**config.mk**
```make
export PLATFORM = sky130hd
export DESIGN_NAME = safecrack_btn_conditioner
export DESIGN_NICKNAME = d
export VERILOG_FILES = /design/src/rtl/safecrack_pkg.sv /design/src/rtl/safecrack_sync.sv /design/src/rtl/safecrack_btn_conditioner.sv
export SDC_FILE = /design/constraint.sdc
export NUM_CORES = 1
export LEC_CHECK = 0
export BUFFER_PORTS_ARGS = -buffer_cell sky130_fd_sc_hd__clkbuf_2
export CAP_MARGIN = 20
export CORE_UTILIZATION = 40
export CTS_BUF_LIST = sky130_fd_sc_hd__clkbuf_4 sky130_fd_sc_hd__clkbuf_8
export DETAILED_ROUTE_END_ITERATION = 8
export PLACE_DENSITY = 0.54
export SYNTH_ARGS = -nofsm -noshare
export SYNTH_HDL_FRONTEND = slang
export SYNTH_SLANG_ARGS = --single-unit
```
**constraint.sdc**
```tcl
create_clock -name clk -period 2.2 [get_ports clk]
set_input_delay 0.11 -clock clk [delete_from_list [all_inputs] [get_ports clk]]
set_output_delay 0.11 -clock clk [all_outputs]
set_load 0.05 [all_outputs]
```
**src/rtl/safecrack_pkg.sv**
```systemverilog
// Shared definitions for the safecrack front-end and FSM.
//   BTN_NONE      idle button code (no key pressed)
//   cond_state_t  press-conditioner FSM states
package safecrack_pkg;

   localparam logic [3:0] BTN_NONE = 4'b1111;

   typedef enum logic [2:0] {
      IDLE,
      QUALIFY,
      EMIT,
      HELD,
      REL_QUALIFY
   } cond_state_t;

endpackage

```
**src/rtl/safecrack_sync.sv**
```systemverilog
// Plain multi-flop synchroniser chain for asynchronous inputs.
//   clk    in   1      destination clock
//   rst_n  in   1      asynchronous reset, active-low (loads RST_VAL into every stage)
//   d      in   WIDTH  asynchronous input
//   q      out  WIDTH  synchronised output (last stage)
module safecrack_sync #(
   parameter int unsigned WIDTH   = 1,
   parameter int unsigned STAGES  = 2,
   parameter logic        RST_VAL = 1'b0
) (
   input  logic             clk,
   input  logic             rst_n,
   input  logic [WIDTH-1:0] d,
   output logic [WIDTH-1:0] q
);

   logic [WIDTH-1:0] chain [STAGES];

   always_ff @(posedge clk or negedge rst_n) begin
      if (!rst_n) begin
         for (int unsigned i = 0; i < STAGES; i++) begin
            chain[i] <= {WIDTH{RST_VAL}};
         end
      end else begin
         chain[0] <= d;
         for (int unsigned i = 1; i < STAGES; i++) begin
            chain[i] <= chain[i-1];
         end
      end
   end

   assign q = chain[STAGES-1];

endmodule

```
**src/rtl/safecrack_btn_conditioner.sv**
```systemverilog
// Button front-end for safecrack_fsm: synchronises and debounces the active-low
// push-buttons and the password-change switch, and turns each accepted single-key
// press into a one-cycle code.
//   clk          in   1      system clock
//   rst_n        in   1      asynchronous reset, active-low
//   key_n        in   N_BTN  raw buttons, active-low, asynchronous
//   ms_raw       in   1      raw password-change switch, asynchronous
//   btn_out      out  N_BTN  all-ones when idle; accepted code for exactly one cycle
//   btn_valid    out  1      high in the cycle btn_out carries a code
//   ms_out       out  1      synchronised, debounced switch level
//   multi_press  out  1      one-cycle pulse when a stable multi-key press is rejected
module safecrack_btn_conditioner
   import safecrack_pkg::*;
#(
   parameter int unsigned N_BTN           = 4,
   parameter int unsigned SYNC_STAGES     = 2,
   parameter int unsigned DEBOUNCE_CYCLES = 1_000_000
) (
   input  logic             clk,
   input  logic             rst_n,
   input  logic [N_BTN-1:0] key_n,
   input  logic             ms_raw,
   output logic [N_BTN-1:0] btn_out,
   output logic             btn_valid,
   output logic             ms_out,
   output logic             multi_press
);

   localparam int unsigned     CW       = $clog2(DEBOUNCE_CYCLES + 1);
   localparam logic [CW-1:0]   CNT_LAST = CW'(DEBOUNCE_CYCLES - 1);
   localparam logic [CW-1:0]   CNT_MAX  = CW'(DEBOUNCE_CYCLES);
   // Idle code widened from the FSM's 4-bit BTN_NONE to N_BTN bits.
   localparam logic [N_BTN-1:0] KEY_IDLE = {N_BTN{BTN_NONE[0]}};

   logic [N_BTN-1:0] key_s;
   logic             ms_s;

   safecrack_sync #(
      .WIDTH   (N_BTN),
      .STAGES  (SYNC_STAGES),
      .RST_VAL (1'b1)
   ) u_key_sync (
      .clk   (clk),
      .rst_n (rst_n),
      .d     (key_n),
      .q     (key_s)
   );

   safecrack_sync #(
      .WIDTH   (1),
      .STAGES  (SYNC_STAGES),
      .RST_VAL (1'b0)
   ) u_ms_sync (
      .clk   (clk),
      .rst_n (rst_n),
      .d     (ms_raw),
      .q     (ms_s)
   );

   // ---------------- press FSM ----------------
   cond_state_t      state, state_nxt;
   logic [N_BTN-1:0] cand, cand_nxt;
   logic [CW-1:0]    cnt, cnt_nxt, cnt_inc;
   logic [N_BTN-1:0] pressed;
   logic             single;
   logic             mp_nxt;

   assign cnt_inc = (cnt == CNT_MAX) ? cnt : cnt + CW'(1);

   // Exactly one key down <=> the active-high press mask is a nonzero power of two.
   assign pressed = ~cand;
   assign single  = (pressed != '0) && ((pressed & (pressed - N_BTN'(1))) == '0);

   always_comb begin
      state_nxt = state;
      cand_nxt  = cand;
      cnt_nxt   = cnt;
      mp_nxt    = 1'b0;
      case (state)
         IDLE: begin
            if (key_s != KEY_IDLE) begin
               cand_nxt  = key_s;
               cnt_nxt   = '0;
               state_nxt = QUALIFY;
            end
         end
         QUALIFY: begin
            if (key_s == KEY_IDLE) begin
               state_nxt = IDLE;
            end else if (key_s != cand) begin
               cand_nxt = key_s;
               cnt_nxt  = '0;
            end else if (cnt == CNT_LAST) begin
               if (single) begin
                  state_nxt = EMIT;
               end else begin
                  mp_nxt    = 1'b1;
                  state_nxt = HELD;
               end
            end else begin
               cnt_nxt = cnt_inc;
            end
         end
         EMIT: begin
            state_nxt = HELD;
         end
         HELD: begin
            if (key_s == KEY_IDLE) begin
               cnt_nxt   = '0;
               state_nxt = REL_QUALIFY;
            end
         end
         REL_QUALIFY: begin
            if (key_s != KEY_IDLE) begin
               state_nxt = HELD;
            end else if (cnt == CNT_LAST) begin
               state_nxt = IDLE;
            end else begin
               cnt_nxt = cnt_inc;
            end
         end
         default: begin
            state_nxt = IDLE;
         end
      endcase
   end

   // Outputs are registered from the next state so the code appears in the
   // same cycle the FSM sits in EMIT.
   always_ff @(posedge clk or negedge rst_n) begin
      if (!rst_n) begin
         state       <= IDLE;
         cand        <= KEY_IDLE;
         cnt         <= '0;
         btn_out     <= KEY_IDLE;
         btn_valid   <= 1'b0;
         multi_press <= 1'b0;
      end else begin
         state       <= state_nxt;
         cand        <= cand_nxt;
         cnt         <= cnt_nxt;
         btn_out     <= (state_nxt == EMIT) ? cand : KEY_IDLE;
         btn_valid   <= (state_nxt == EMIT);
         multi_press <= mp_nxt;
      end
   end

   // ---------------- ms debouncer ----------------
   logic [CW-1:0] ms_cnt, ms_inc;

   assign ms_inc = (ms_cnt == CNT_MAX) ? ms_cnt : ms_cnt + CW'(1);

   always_ff @(posedge clk or negedge rst_n) begin
      if (!rst_n) begin
         ms_cnt <= '0;
         ms_out <= 1'b0;
      end else if (ms_s == ms_out) begin
         ms_cnt <= '0;
      end else if (ms_cnt == CNT_LAST) begin
         ms_out <= ~ms_out;
         ms_cnt <= '0;
      end else begin
         ms_cnt <= ms_inc;
      end
   end

endmodule

```
Word-level counts from Yosys, hierarchy flattened:

Cells that the tools add are included.

* $add $sub $neg: 3
* multipliers: 0
* divide/modulo/power cells: 0
* order comparisons: 0
* eq/ne operators: 19
* shift-type cells: 0
* multiplexer cells: 30
* bitwise logic cells: 4
* reduce and logical (&&, ||, !) cells: 9

Operator list (count)
* 2-to-1 mux 20 bit: 10
* == test 20 bit (second input constant): 4
* case mux 20 bit (4 select lines): 1
* adder 20 x 1 -> 20 bit (second input constant): 2
* 2-to-1 mux 3 bit: 7
* 2-to-1 mux 4 bit: 4
* case mux 3 bit (5 select lines): 1
* != test 2 bit (second input constant): 5
* == test 3 x 2 -> 1 bit (second input constant): 3
* case mux 4 bit (2 select lines): 1
* nonzero test 4 bit: 2
* 2-to-1 mux 1 bit: 6
* AND reduction 5 bit: 1
* AND 4 bit: 1
* == test 4 bit (second input constant): 1
* logical NOT 4 bit: 1
* != test 4 bit: 1
* != test 4 bit (second input constant): 1
* NOT 4 bit: 1
* AND reduction 4 bit: 1
* subtractor 4 x 1 -> 4 bit (second input constant): 1
* == test 3 x 1 -> 1 bit (second input constant): 1
* == test 3 bit (second input constant): 1
* logical NOT 3 bit: 1
* 6 further kinds: 7

* register bits: 64
* bits in latches: 0
* bits in writable memories: 0
* bits in read-only memories: 0
* memories: 0

Longest topological paths before layout:

* depth after elaboration: 12
* depth in mapped cells: 8
* mapped depth without buffers: 7

Modules after synthesis:

A second synthesis with hierarchy kept.

* cells, all modules: 328
* area, all modules: 3314.4 µm²

Modules (own cells, without submodules)
* safecrack_btn_conditioner: times used 1, cells each 314, area each 3024.2 µm², seq. area each 1361.3 µm²
* safecrack_sync (u_key_sync): times used 1, cells each 12, area each 240.2 µm², seq. area each 210.2 µm²
* safecrack_sync (u_ms_sync): times used 1, cells each 2, area each 50.0 µm², seq. area each 50.0 µm²

Least setup slack after synthesis:

Ideal clock, no wire load.

* path type: reg-to-reg
* start: register u_key_sync.chain (netlist bit u_key_sync.q[3])
* end: register cnt[13]
* library setup time: 0.078 ns
* data arrival time: 1.917 ns
* data required time: 2.122 ns
* path slack: 0.205 ns
* cell stages (with the launch flop): 7
* cells stage by stage: dfstp_2 > and4_1 > o21ai_0 > a22o_4 > buf_6 > or3_2 > a21oi_1

* cells in the longest elaborated chain, start to end: 4

Ends and longest elaborated chain
* from (decl): line safecrack_sync.sv:17 `logic [WIDTH-1:0] chain [STAGES];`
* from (signal, indexed assignment): line safecrack_sync.sv:22 `chain[i] <= {WIDTH{RST_VAL}};`
* from (signal, indexed assignment): line safecrack_sync.sv:27 `chain[i] <= chain[i-1];`
* != test 4 bit: line safecrack_btn_conditioner.sv:90 `end else if (key_s != cand) begin`
* 2-to-1 mux 20 bit: line safecrack_btn_conditioner.sv:90
* 2-to-1 mux 20 bit: line safecrack_btn_conditioner.sv:88 `if (key_s == KEY_IDLE) begin`
* case mux 20 bit (4 select lines): line safecrack_btn_conditioner.sv:79 `case (state)`
* to (signal assigned): line safecrack_btn_conditioner.sv:141 `cnt <= cnt_nxt;`
* to (decl): line safecrack_btn_conditioner.sv:63 `logic [CW-1:0] cnt, cnt_nxt, cnt_inc;`

Several ways; a longest one is shown, not always the timed one. The select of a mux whose other input is x is not followed.
A chain may end at the register's enable or synchronous reset.

Worst setup path after layout:

* start: register cnt[1]
* end: register cnt[16]

* cells in the longest elaborated chain, start to end: 6

Ends and longest elaborated chain
* adder 20 x 1 -> 20 bit or == test 20 bit (tied branches): line safecrack_btn_conditioner.sv:68 `assign cnt_inc = (cnt == CNT_MAX) ? cnt : cnt + CW'(1);`
* 2-to-1 mux 20 bit: line safecrack_btn_conditioner.sv:68
* 2-to-1 mux 20 bit (*): line safecrack_btn_conditioner.sv:93, safecrack_btn_conditioner.sv:116
* 2-to-1 mux 20 bit: line safecrack_btn_conditioner.sv:90
* 2-to-1 mux 20 bit: line safecrack_btn_conditioner.sv:88
* case mux 20 bit (4 select lines) (*): line safecrack_btn_conditioner.sv:79

Mark *: on every way between the ends. The rest lies on a longest branch, timed or not. The select of a mux whose other input is x is not followed.

==> impl_metrics.env <==
export IMPL_portBuffers=13
export IMPL_holdWs_ns=0.2963
export IMPL_seq_area_frac_synth_pct=49.56
export IMPL_htree_num_levels=3
export IMPL_endpoint_kind="flip-flop"
export IMPL_io_pins=14
export IMPL_finalNetCount=364
export IMPL_crit_type="reg -> reg"
export IMPL_ant_nets=0
export IMPL_rows=32
export IMPL_final_cell_mix="dfrtp_1, nor2_1, nand2_1"
export IMPL_stdcell_count=460
export IMPL_vias=2436
export IMPL_drv_cap=0
export IMPL_grt_ovfl_total=0
export IMPL_arrival_ns=2.34
export IMPL_period_share_pct=96.50
export IMPL_synth_enable_flop_cells=0
export IMPL_maxSlewViolCount=0
export IMPL_fmax_mhz=471.0
export IMPL_die_area_mm2=0.008545
export IMPL_die_height_um=92.44
export IMPL_drive_gt1_share_pct=24.02
export IMPL_cts_tree="built"
export IMPL_power_density_mw_per_mm2=653.8
export IMPL_place_gp_congestion=0.7462
export IMPL_grt_pass1_wl_mm=10.83
export IMPL_worstSkewPairLatency_ns=0.34
export IMPL_syn_nets=323
export IMPL_routed_wl_mm=6.421
export IMPL_async_reset_ff_share_pct=100.0
export IMPL_cts_sinks=64
export IMPL_cts_reportedPaths_clkPinSlew_ns=0.07
export IMPL_path_max_fanout=8
export IMPL_post_route_drc_count=0
export IMPL_ir_worst_vdd_mv=0.3590
export IMPL_finalHoldViolations=0
export IMPL_pre_cts_ws_ns=0.09666
export IMPL_wl_per_cell_um=13.96
export IMPL_synthToLayoutAreaGrowth_pct=18.05
export IMPL_min_path_type="in -> async"
export IMPL_ys_warn_count=0
export IMPL_cts_root_buf="clkbuf_8"
export IMPL_grt_pass1_vias=2360
export IMPL_antenna_found_initial=0
export IMPL_stdcell_area_mm2=0.003862
export IMPL_diodes=0
export IMPL_clk_path_buf_depth=2
export IMPL_syn_area_per_cell_um2=10.49
export IMPL_cp_required_ns=2.42
export IMPL_rr_worst_depth=8
export IMPL_synth_area_mm2=0.003272
export IMPL_drt_met1_wl_mm=3.000
export IMPL_synth_seq_cells=64
export IMPL_ys_types=58
export IMPL_finalSetupViolCount=0
export IMPL_numCtsBuffers=9
export IMPL_grtUsageTotal_pct=16.10
export IMPL_worstSetupStartpointType="flip-flop"
export IMPL_top_layer_used="met4"
export IMPL_place_area_mm2=0.003530
export IMPL_hpwl_mm=4.243
export IMPL_initial_core_util_pct=41.91
export IMPL_place_inst=435
export IMPL_viasPerCell=5.296
export IMPL_dr_wl_met3_um=187
export IMPL_status="completed"
export IMPL_drt_iter0_markers=89
export IMPL_fin_ws_ns=0.07700
export IMPL_die_w_um=92.44
export IMPL_dr_wl_met2_mm=3.120
export IMPL_ys_flop_type="dfrtp_1"
export IMPL_period_needed_ns=2.123
export IMPL_p_leak_nw=1.578
export IMPL_clock_skew_ns=0.008993
export IMPL_grt_max_degree=65
export IMPL_coreArea_mm2=0.007807
export IMPL_slew_headroom_pct=66.20
export IMPL_worst_slew_pin_slew_ns=0.5070
export IMPL_synthCells=312
export IMPL_final_common_cell="dfrtp_1"
export IMPL_dr_pass1_iters=4
## timing repair
item                                   CTS  global route
resized for setup                        0             4
setup endpoints to repair                0            14
setup buffers                            0             2
hold buffers                             6             0
endpoints found under the hold margin   53             0
## critical path: stages, from the launching register on
cell	delay [ns]
dfrtp_1	0.40
ha_1	0.19
nand3_1	0.11
buf_4	0.19
nor4b_1	0.35
buf_4	0.20
nand4_1	0.11
and3_1	0.20
a221o_1	0.26
## worst paths after layout
kind / from / endpoint / slack [ns]
setup / recovery: cnt[1]$_DFFE_PN0P_ / cnt[16]$_DFFE_PN0P_ / 0.08
hold / removal: rst_n / cnt[19]$_DFFE_PN0P_ / 0.30
setup reg to reg: cnt[1]$_DFFE_PN0P_ / cnt[16]$_DFFE_PN0P_ / 0.08
hold reg to reg: u_ms_sync.chain[1]$_DFF_PN0_ / u_ms_sync.q$_DFF_PN0_ / 0.36
max in group asynchronous: rst_n / u_key_sync.q[1]$_DFF_PN1_ / 1.56
min in group clk: u_ms_sync.chain[1]$_DFF_PN0_ / u_ms_sync.q$_DFF_PN0_ / 0.36
## layer usage
metal	vias up	GRT usage (%)
met2	31	25.56
met4	0	6.641
met1	1171	20.57
met3	11	4.598
li1	1223	-
met5	-	0
## state kept, by name, summed over array words and instances, names as in the netlist
signal and count:
u_key_sync.q 4, u_key_sync.chain 4, state 3, cnt 20
ms_out 1, btn_out 4, u_ms_sync.chain 1, btn_valid 1
cand 4, ms_cnt 20, multi_press 1, u_ms_sync.q 1
## synthesized netlist by cell type (2+ instances only)
library cell	number	area share, %
a21oi_1	14	2.1
and4_1	5	1.3
nand2b_1	7	1.3
dfrtp_1	48	37
and3_1	6	1.1
or3_1	6	1.1
dfstp_2	16	13
o21ai_0	9	1.4
buf_6	4	1.4
nor2_1	30	3.4
nand4_1	10	1.9
o21ai_1	6	0.92
ha_1	4	1.5
mux2_2	5	1.7
mux2i_1	3	0.92
nand4b_1	3	0.80
and2_1	2	0.38
nand2_1	22	2.5
nor3_1	4	0.61
clkbuf_1	3	0.34
or4_1	7	1.6
nor4_1	3	0.57
o31ai_1	5	1.1
a221o_1	2	0.61
o31a_1	3	0.80
nand3_1	16	2.4
xnor2_1	11	2.9
xor2_1	14	3.7
nor4b_1	2	0.54
inv_1	10	1.1
o211ai_1	3	0.69
or3_2	2	0.46
a22oi_1	2	0.46
## kinds of logic (layout without fill, tap and decap cells)
| kind of cell | count (synthesis) | count (layout) | share of synthesized area (%) |
|---|---|---|---|
| XOR/XNOR | 25 | 25 | 6.692 |
| multiplexers | 8 | 8 | 2.639 |
| AO/OA/AOI/OAI | 54 | 55 | 11.43 |
| buffers and inverters | 19 | 64 | 3.441 |
| flip-flops | 64 | 64 | 49.56 |
| adder cells (fa/ha/maj) | 4 | 4 | 1.530 |
| AND/OR/NAND/NOR | 138 | 138 | 24.70 |
## power by group
group          leakage (nW)  switching, W  internal [W]
Combinational         0.633     0.0000787     0.0000592
Clock                 0.120      0.000431      0.000724
Sequential            0.825     0.0000241       0.00121
Total                  1.58      0.000534       0.00199
## area by class of cell
class,count,area (µm²)
sequential,64,1623
clock inverter,3,65.06
fill,740,3945
inverter,10,37.54
timing repair buffer,38,280.3
multi-input combinational,230,1563
tap,102,127.6
clock buffer,13,166.4
## through the flow
stage | power [W] | TNS (ns) | util [%]
floorplan | 0.001324 | 0 | -
global placement | 0.001383 | 0 | 45.21
detailed placement | 0.001384 | 0 | 45.21
CTS | 0.002567 | 0 | 48.94
global route | 0.002632 | -0.07680 | 49.47
finish | 0.002525 | 0 | 49.47
(Power assumes the default switching activity.)
